[src/rtl/scrypt_slot_sched.sv]
// Slot scheduler for the 16-stage salsa pipeline running interleaved ROMix jobs.
// Each cycle one slot is visited. The visit either retires or advances the
// result returning from the pipeline, and it selects the next datapath input.
// It also drives the scratchpad address and write strobe for that slot.
// Per-slot state:
//   phase  | meaning
//   IDLE   | slot free; takes a job when the feeder offers one
//   WRITE  | filling V[0..N-1] with successive hashes of X
//   READ   | N data-dependent passes X = H(X ^ V[Xaddr])
module scrypt_slot_sched #(
  parameter int SLOTS  = 16,
  parameter int SLOT_W = 4,
  parameter int N      = 1024,
  parameter int ADDR_W = 10
) (
  input  logic                     i_clk,
  input  logic                     i_reset_n,
  input  logic                     i_flush,
  input  logic                     i_job_valid,
  output logic                     o_job_ready,
  input  logic [ADDR_W-1:0]        i_xaddr,
  output logic [SLOT_W-1:0]        o_slot,
  output logic [1:0]               o_issue_sel,
  output logic                     o_ram_we,
  output logic [SLOT_W+ADDR_W-1:0] o_ram_addr,
  output logic                     o_result_valid,
  output logic                     o_busy
);

  typedef enum logic [1:0] {
    PH_IDLE  = 2'd0,
    PH_WRITE = 2'd1,
    PH_READ  = 2'd2
  } phase_t;

  localparam logic [1:0] SEL_BUBBLE = 2'd0;
  localparam logic [1:0] SEL_LOAD   = 2'd1;
  localparam logic [1:0] SEL_FB     = 2'd2;
  localparam logic [1:0] SEL_FB_XOR = 2'd3;

  localparam logic [ADDR_W-1:0] LAST_CNT = ADDR_W'(N - 1);
  localparam logic [SLOT_W-1:0] LAST_PTR = SLOT_W'(SLOTS - 1);

  logic [SLOT_W-1:0] r_ptr;
  logic              r_busy;
  phase_t            r_phase [SLOTS];
  logic [ADDR_W-1:0] r_count [SLOTS];

  phase_t            w_phase_cur;
  logic [ADDR_W-1:0] w_count_cur;
  logic              w_last;
  phase_t            w_phase_nxt;
  logic [ADDR_W-1:0] w_count_nxt;
  logic              w_busy_nxt;

  // The latency equals SLOTS, so the slot returning a result this cycle is also
  // the slot being issued. Only that slot's entry is read.
  assign w_phase_cur = r_phase[r_ptr];
  assign w_count_cur = r_count[r_ptr];
  assign w_last      = (w_count_cur == LAST_CNT);

  // State register: slot pointer, per-slot phase/count arrays, registered busy
  always_ff @(posedge i_clk or negedge i_reset_n) begin
    if (!i_reset_n) begin
      r_ptr  <= '0;
      r_busy <= 1'b0;
      for (int i = 0; i < SLOTS; i++) begin
        r_phase[i] <= PH_IDLE;
        r_count[i] <= '0;
      end
    end else begin
      r_ptr  <= (r_ptr == LAST_PTR) ? '0 : r_ptr + 1'b1;
      r_busy <= w_busy_nxt;
      if (i_flush) begin
        for (int i = 0; i < SLOTS; i++) begin
          r_phase[i] <= PH_IDLE;
          r_count[i] <= '0;
        end
      end else begin
        r_phase[r_ptr] <= w_phase_nxt;
        r_count[r_ptr] <= w_count_nxt;
      end
    end
  end

  // Next-state logic for the visited slot
  always_comb begin
    w_phase_nxt = w_phase_cur;
    w_count_nxt = w_count_cur;
    case (w_phase_cur)
      PH_IDLE: begin
        if (i_job_valid) begin
          w_phase_nxt = PH_WRITE;
          w_count_nxt = '0;
        end
      end
      PH_WRITE: begin
        if (w_last) begin
          w_phase_nxt = PH_READ;
          w_count_nxt = '0;
        end else begin
          w_count_nxt = w_count_cur + 1'b1;
        end
      end
      PH_READ: begin
        if (w_last) begin
          w_phase_nxt = PH_IDLE;
          w_count_nxt = '0;
        end else begin
          w_count_nxt = w_count_cur + 1'b1;
        end
      end
      default: begin
        w_phase_nxt = PH_IDLE;
        w_count_nxt = '0;
      end
    endcase
  end

  // Busy after the edge: some slot left non-IDLE, with flush clearing all of them
  always_comb begin
    w_busy_nxt = 1'b0;
    if (!i_flush) begin
      for (int i = 0; i < SLOTS; i++) begin
        if (SLOT_W'(i) == r_ptr) begin
          if (w_phase_nxt != PH_IDLE) w_busy_nxt = 1'b1;
        end else if (r_phase[i] != PH_IDLE) begin
          w_busy_nxt = 1'b1;
        end
      end
    end
  end

  // Output decode for the visited slot. Reset and flush force every strobe low.
  always_comb begin
    o_job_ready    = 1'b0;
    o_issue_sel    = SEL_BUBBLE;
    o_ram_we       = 1'b0;
    o_ram_addr     = '0;
    o_result_valid = 1'b0;
    if (i_reset_n && !i_flush) begin
      case (w_phase_cur)
        PH_IDLE: begin
          o_job_ready = i_job_valid;
          if (i_job_valid) begin
            o_issue_sel = SEL_LOAD;
            o_ram_we    = 1'b1;
            o_ram_addr  = {r_ptr, {ADDR_W{1'b0}}};
          end
        end
        PH_WRITE: begin
          if (w_last) begin
            o_issue_sel = SEL_FB_XOR;
            o_ram_addr  = {r_ptr, i_xaddr};
          end else begin
            o_issue_sel = SEL_FB;
            o_ram_we    = 1'b1;
            o_ram_addr  = {r_ptr, w_count_cur + 1'b1};
          end
        end
        PH_READ: begin
          if (w_last) begin
            o_result_valid = 1'b1;
          end else begin
            o_issue_sel = SEL_FB_XOR;
            o_ram_addr  = {r_ptr, i_xaddr};
          end
        end
        default: ;
      endcase
    end
  end

  assign o_slot = r_ptr;
  assign o_busy = r_busy;

endmodule

[config.mk]
export PLATFORM = sky130hd
export DESIGN_NAME = scrypt_slot_sched
export DESIGN_NICKNAME = d
export VERILOG_FILES = /design/src/rtl/scrypt_slot_sched.sv
export SDC_FILE = /design/constraint.sdc
export NUM_CORES = 1
export LEC_CHECK = 0
export ABC_AREA = 0
export BUFFER_PORTS_ARGS = -buffer_cell sky130_fd_sc_hd__buf_2
export CAP_MARGIN = 20
export CORE_ASPECT_RATIO = 1.5
export CORE_MARGIN = 8
export CORE_UTILIZATION = 52
export CTS_CLUSTER_SIZE = 12
export DETAILED_ROUTE_END_ITERATION = 12
export HOLD_SLACK_MARGIN = 0.05
export PLACE_DENSITY = 0.69
export SKIP_LAST_GASP = 1
export SLEW_MARGIN = 20
export SYNTH_ARGS = -nofsm -noshare
export SYNTH_HDL_FRONTEND = slang
export SYNTH_SLANG_ARGS = --single-unit
[constraint.sdc]
create_clock -name i_clk -period 6.46 [get_ports i_clk]
set_input_delay 1.292 -clock i_clk [delete_from_list [all_inputs] [get_ports i_clk]]
set_output_delay 1.292 -clock i_clk [all_outputs]
set_load 0.005 [all_outputs]
## After elaboration in Yosys (flattened, before gate mapping)

Index checks and enable logic that the tools add are counted.

| storage, ports and cells | value |
|---|---|
| flip-flop bits (word level) | 197 |
| input bits | 14 |
| output and inout bits | 24 |
| logic and storage cells | 177 |

| operators by class | value |
|---|---|
| add/subtract/negate cells | 2 |
| $lt $le $gt $ge | 2 |
| equality and inequality tests | 19 |
| muxes and demuxes | 96 |
| bitwise operators | 1 |
| reductions and logical operators | 23 |

Operators by type and width:

| cell | count |
|---|---|
| bitwise mux 160 bit | 1 |
| 2-to-1 mux 160 bit | 1 |
| 2-to-1 mux 1 bit | 65 |
| 2-to-1 mux 10 bit | 6 |
| 2-to-1 mux 14 bit | 3 |
| case mux 14 bit (3 select lines) | 1 |
| binary-select mux 10 bit (select 4 bit) | 1 |
| demux 10 bit (select 4 bit) | 1 |
| nonzero test 2 bit | 17 |
| bitwise mux 32 bit | 1 |
| equality test 4 bit, first input constant | 8 |
| 2-to-1 mux 32 bit | 1 |
| case mux 10 bit (2 select lines) | 1 |
| equality test 3 x 4 -> 1 bit, first input constant | 4 |
| 2-to-1 mux 2 bit | 8 |
| case mux 2 bit (3 select lines) | 2 |
| adder 10 x 1 -> 10 bit, second input constant | 1 |
| equality test 10 bit, second input constant | 1 |
| binary-select mux 2 bit (select 4 bit) | 1 |
| demux 2 bit (select 4 bit) | 1 |
| equality test 2 x 4 -> 1 bit, first input constant | 2 |
| greater-or-equal comparator 5 bit, second input constant | 1 |
| < comparator 5 x 1 -> 1 bit, second input constant | 1 |
| inverter 4 -> 5 bit | 1 |
| 12 further kinds | 13 |

## Logic depth before layout (Yosys ltp)

| logic depth | value |
|---|---|
| depth in word-level cells | 47 |
| mapped depth | 18 |
| depth with buffers taken out | 11 |

## Least setup slack after synthesis

Ideal clock, no wire load.

| timing | value |
|---|---|
| kind | register -> output |
| start point | register r_ptr[0], in the netlist o_slot[0] |
| end point | output port o_ram_addr[5] |
| arrival time | 3699 ps |
| path slack | 1469 ps |
| stages on the path, launching flop included | 13 |
| buffers on the path | 6 |
| cells stage by stage | dfrtp_1 buf_6 buf_8 buf_8 buf_4 buf_2 mux4_2 mux4_2 ha_1 buf_1 nor2_1 nand2_1 o311ai_0 |

| between the ends | value |
|---|---|
| word-level cells in the longest chain between the ends | 8 |
| elaborated cells on any way between the ends | 16 |

Ends and longest elaborated chain:

| element | line | text |
|---|---|---|
| start: declaration | 44 | `logic [SLOT_W-1:0] r_ptr;` |
| start signal: assignment | 72 | `r_ptr <= (r_ptr == LAST_PTR) ? '0 : r_ptr + 1'b1;` |
| inverter 4 -> 5 bit (implied by the code) (*) | 58, 59 |  |
| binary-select mux 10 bit (select 4 bit) | 59 | `assign w_count_cur = r_count[r_ptr];` |
| 2-to-1 mux 10 bit (implied by the code) (2 in a row) | 59 |  |
| adder 10 x 1 -> 10 bit or equality test 10 bit (tied branches) | 158, 60 |  |
| 2-to-1 mux 10 bit or 2-to-1 mux 14 bit (tied branches) | 152, 162 |  |
| case mux 14 bit (3 select lines) (*) | 142 | `case (w_phase_cur)` |
| 2-to-1 mux 14 bit (*) | 141 | `if (i_reset_n && !i_flush) begin` |
| end: declaration | 25 | `output logic [SLOT_W+ADDR_W-1:0] o_ram_addr,` |

Mark *: on every way between the ends. The rest lies on a longest branch, timed or not. The select of a mux whose other input is x is not followed.

## Worst setup path in the final report

| timing | value |
|---|---|
| start point | register r_ptr[0], in the netlist o_slot[0] |
| end point | output port o_ram_addr[11] |

| between the ends | value |
|---|---|
| word-level cells in the longest chain between the ends | 8 |
| elaborated cells on any way between the ends | 14 |

Ends and longest elaborated chain:

| element | line | text |
|---|---|---|
| inverter 4 -> 5 bit (implied by the code) (*) | 58, 59 |  |
| binary-select mux 10 bit (select 4 bit) | 59 |  |
| 2-to-1 mux 10 bit (implied by the code) (2 in a row) | 59 |  |
| equality test 10 bit | 60 | `assign w_last = (w_count_cur == LAST_CNT);` |
| 2-to-1 mux 14 bit | 162 | `if (w_last) begin` |
| case mux 14 bit (3 select lines) (*) | 142 |  |
| 2-to-1 mux 14 bit (*) | 141 |  |

Marks and branches as above.

==> impl_metrics.toml <==
[status]
status = "finished, final reports clean"

[final_layout]
syn2layout_area_growth_pct = 7.771
final_cells = 1443
fin_nets = 1185
num_antenna_cells = 0
drive_gt1_share_pct = 13.96
nFillCells = 1861

[critical_path]
end_kind = "output port"
slowest_stage = "dfrtp_4"
path_buf_inv = 2
cpPeakStageDelay_ps = 960
crit_type = "reg2out"
crit_family = "compound AO/OA/AOI/OAI gates"
startpoint_type = "flop"
cp_max_fo = 44
cp_data_arrival_time_ps = 4580
crit_required_ps = 5170
crit_chain = "mux4_2, a22o_1, a221oi_4, inv_1, ha_1, nand2_1, o32ai_1, and4_1, a21oi_2, o31a_1, and2_1, buf_2"

[hold_path]
hold_class = "reg2reg"

[timing]
slew_violations = 0
rsz0062_at_grt = "no"
fin_tns_setup_ps = 0
final-setup-viol-count = 0
worstMarginPinSlew_ps = 1148
period_minus_slack_ps = 5875
clock_skew_ps = 14.60
layout_setup_ws_ps = 584.7
final.period_utilization_pct = 90.95
relSlewSlack_pct = 21.93
fmax_mhz = 170.2
whs_ps = 522.7
hold_violations = 0

[drt]
wl_per_cell_um = 24.33
drtIter0Drc = 1095
first_pass_iters = 7
vias = 9644
ant_nets = 0
dr_wl_met3_um = 2347
top_layer_used = "met4"
vias_per_cell = 6.683
wl_met2_um = 17380
drc = 0
wl_um = 35100
drt-met1-wl_um = 13590

[global_routing]
grt_pass1_vias = 9366
antenna_found_initial = 0
grt_pass1_wl_um = 54610
grt_overflow_total = 0
gr-usage-all-layers_pct = 26.87
grt_max_degree = 148

[power_and_ir_drop]
p_comb_share_pct = 2.9
switching_share_pct = 23.04
power_switching_w = 0.0005597
total_leakage_power_nw = 4.658
power_density_mw_per_mm2 = 202.6
peakVddDrop_mv = 0.1922
internal_power_w = 0.001870
seqPwrFrac_pct = 50.8
clkPwrFrac_pct = 46.3

[synth]
synth-edff-count = 0
synth_area_sq_mm = 0.01113
synth_compound_area_share_pct = 21.85
syn_nets = 1219
muxShareOfSynthArea_pct = 10.62
yosys_most_used_dff = "dfrtp_1"
synth_top_family_by_area = "compound AO/OA/AOI/OAI gates"
yosysWarnings = 0
ys_seq_area_share_pct = 44.31
synth-xor-area-share_pct = 0.2362
async_flop_share_pct = 100.0
yosysUniqueCellTypes = 63
avgSynthCellArea_sq_um = 9.302
synth-simple-area-share_pct = 16.78
synth_fa_ha_area_share_pct = 1.012
synthCells = 1196
synth-seq-cells = 197

[place]
dp_hpwl_um = 23050
place_congestion = 0.9551
dp_slack_ps = 1055
io_buffers = 37
dp.cells = 1411

[clock_tree]
h-tree-depth = 4
cts_resized = 0
clk_path_buf_depth = 2
clk_pin_slew_ps = 70
insertion_delay_ps = 450
cts_hold_buf = 0
post-cts-setup-buffers = 0
clkSinkCount = 197
clockRootBuffer = "clkbuf_16"
tritoncts = "yes"
cts_buffers = 17

[die]
core_area_sq_mm = 0.02106
initial_core_util_pct = 52.82
dieArea_sq_mm = 0.02643
die_width_um = 135.4
fp-row-count = 65
ios = 38
die_h_um = 195.1

[job]
maxCapViolCount = 0
==> Yosys cell counts, drive strengths merged, types with 8 or more instances <==
cell type,instances,area share [%]
mux4,47,9.5
mux2i,11,1.1
and2,19,1.1
a21oi,175,7.9
nand2,233,7.9
o21ai,122,5.5
nand3b,32,2.2
o31ai,22,1.6
nand3,8,0.36
nand4,30,1.7
inv,14,0.47
ha,9,1.0
nor2,34,1.1
nor3,10,0.45
buf,32,1.9
dfrtp,197,44
o211ai,16,1.1
a22oi,33,2.2
clkbuf,84,2.8
==> worst register-to-register path, cell delays in order, from the launching register on <==
cell and delay (ps):
dfrtp_2 930, buf_4 410, mux4_2 380, mux4_2 530, inv_1 170, ha_1 320, inv_1 200, nor2_1 420
nand4_1 180, mux2i_2 920, o21ai_0 260, a21oi_1 170
==> layer usage <==
layer  global-route usage (%)  up-vias
met4                    14.82        0
met5                        0        -
met1                    32.62     4840
li1                         -     4252
met2                    43.83      460
met3                    5.216       92
==> layout make-up <==
cell class	count	area, sq um	share of cell area (%)
Clock buffer	18	439.2	3.663
Clock inverter	14	178.9	1.492
Inverter	14	52.55	0.4383
Multi-Input combinational cell	869	5642	47.05
Sequential cell	197	4935	41.16
Tap cell	268	335.3	2.797
Timing Repair Buffer	63	407.9	3.402
==> per-stage QoR <==
step           utilization (%)  cell area, sq um  total power [W]
4_1_cts                  56.89             11980         0.002438
5_1_grt                  56.92             11990         0.002498
2_1_floorplan                -             11130         0.001289
3_5_place_dp             53.95             11360         0.001330
3_3_place_gp             53.95             11360         0.001330
6_report                 56.92             11990         0.002430
==> state kept, by name (all words and copies together) (netlist names) <==
name     cells
r_count    160
r_phase     32
o_busy       1
o_slot       4
==> final timing paths <==
path                        startpoint              to  slack (ps)  cells after the start
max                          o_slot[0]  o_ram_addr[11]         580                     12
max reg2reg                  o_slot[1]     r_count[28]        1510                     11
min reg2reg                r_count[61]     r_count[61]         520                      2
min                        r_count[61]     r_count[61]         520                      2
max in group asynchronous    i_reset_n       o_slot[0]        4320                      2
min in group asynchronous    i_reset_n     r_phase[14]         810                      1
==> power by group through the flow <==
stage	registers, W	logic, W	clock network, W
6_report	0.00123	0.0000693	0.00113
5_1_grt	0.00123	0.0000774	0.00119
4_1_cts	0.00123	0.0000709	0.00113
3_5_place_dp	0.00126	0.0000708	0
3_3_place_gp	0.00126	0.0000715	0
2_1_floorplan	0.00126	0.0000298	0
==> logic make-up (layout without fill, tap and decap cells) <==
kind of cell | after synthesis | count (layout)
AOI/OAI and AO/OA | 403 | 403
xor gates and xnor gates | 3 | 3
adders and majority gates | 9 | 9
and+or+nand+nor | 396 | 396
muxes | 58 | 58
buffers and inverters | 130 | 109
DFF | 197 | 197
==> cell usage in the layout (no fill, tap or decap), drive strengths merged, types with 9 or more instances in the layout <==
| cell type | instances |
|---|---|
| o211ai | 16 |
| nand4 | 30 |
| clkbuf | 19 |
| a22oi | 33 |
| nand2 | 233 |
| nand3b | 32 |
| o31ai | 22 |
| and2 | 19 |
| o21ai | 122 |
| a21oi | 175 |
| nor2 | 34 |
| dfrtp | 197 |
| mux2i | 11 |
| buf | 62 |
| mux4 | 47 |
| inv | 15 |
| ha | 9 |
| nor3 | 10 |
Note: power is estimated with default switching activity, not from simulation.
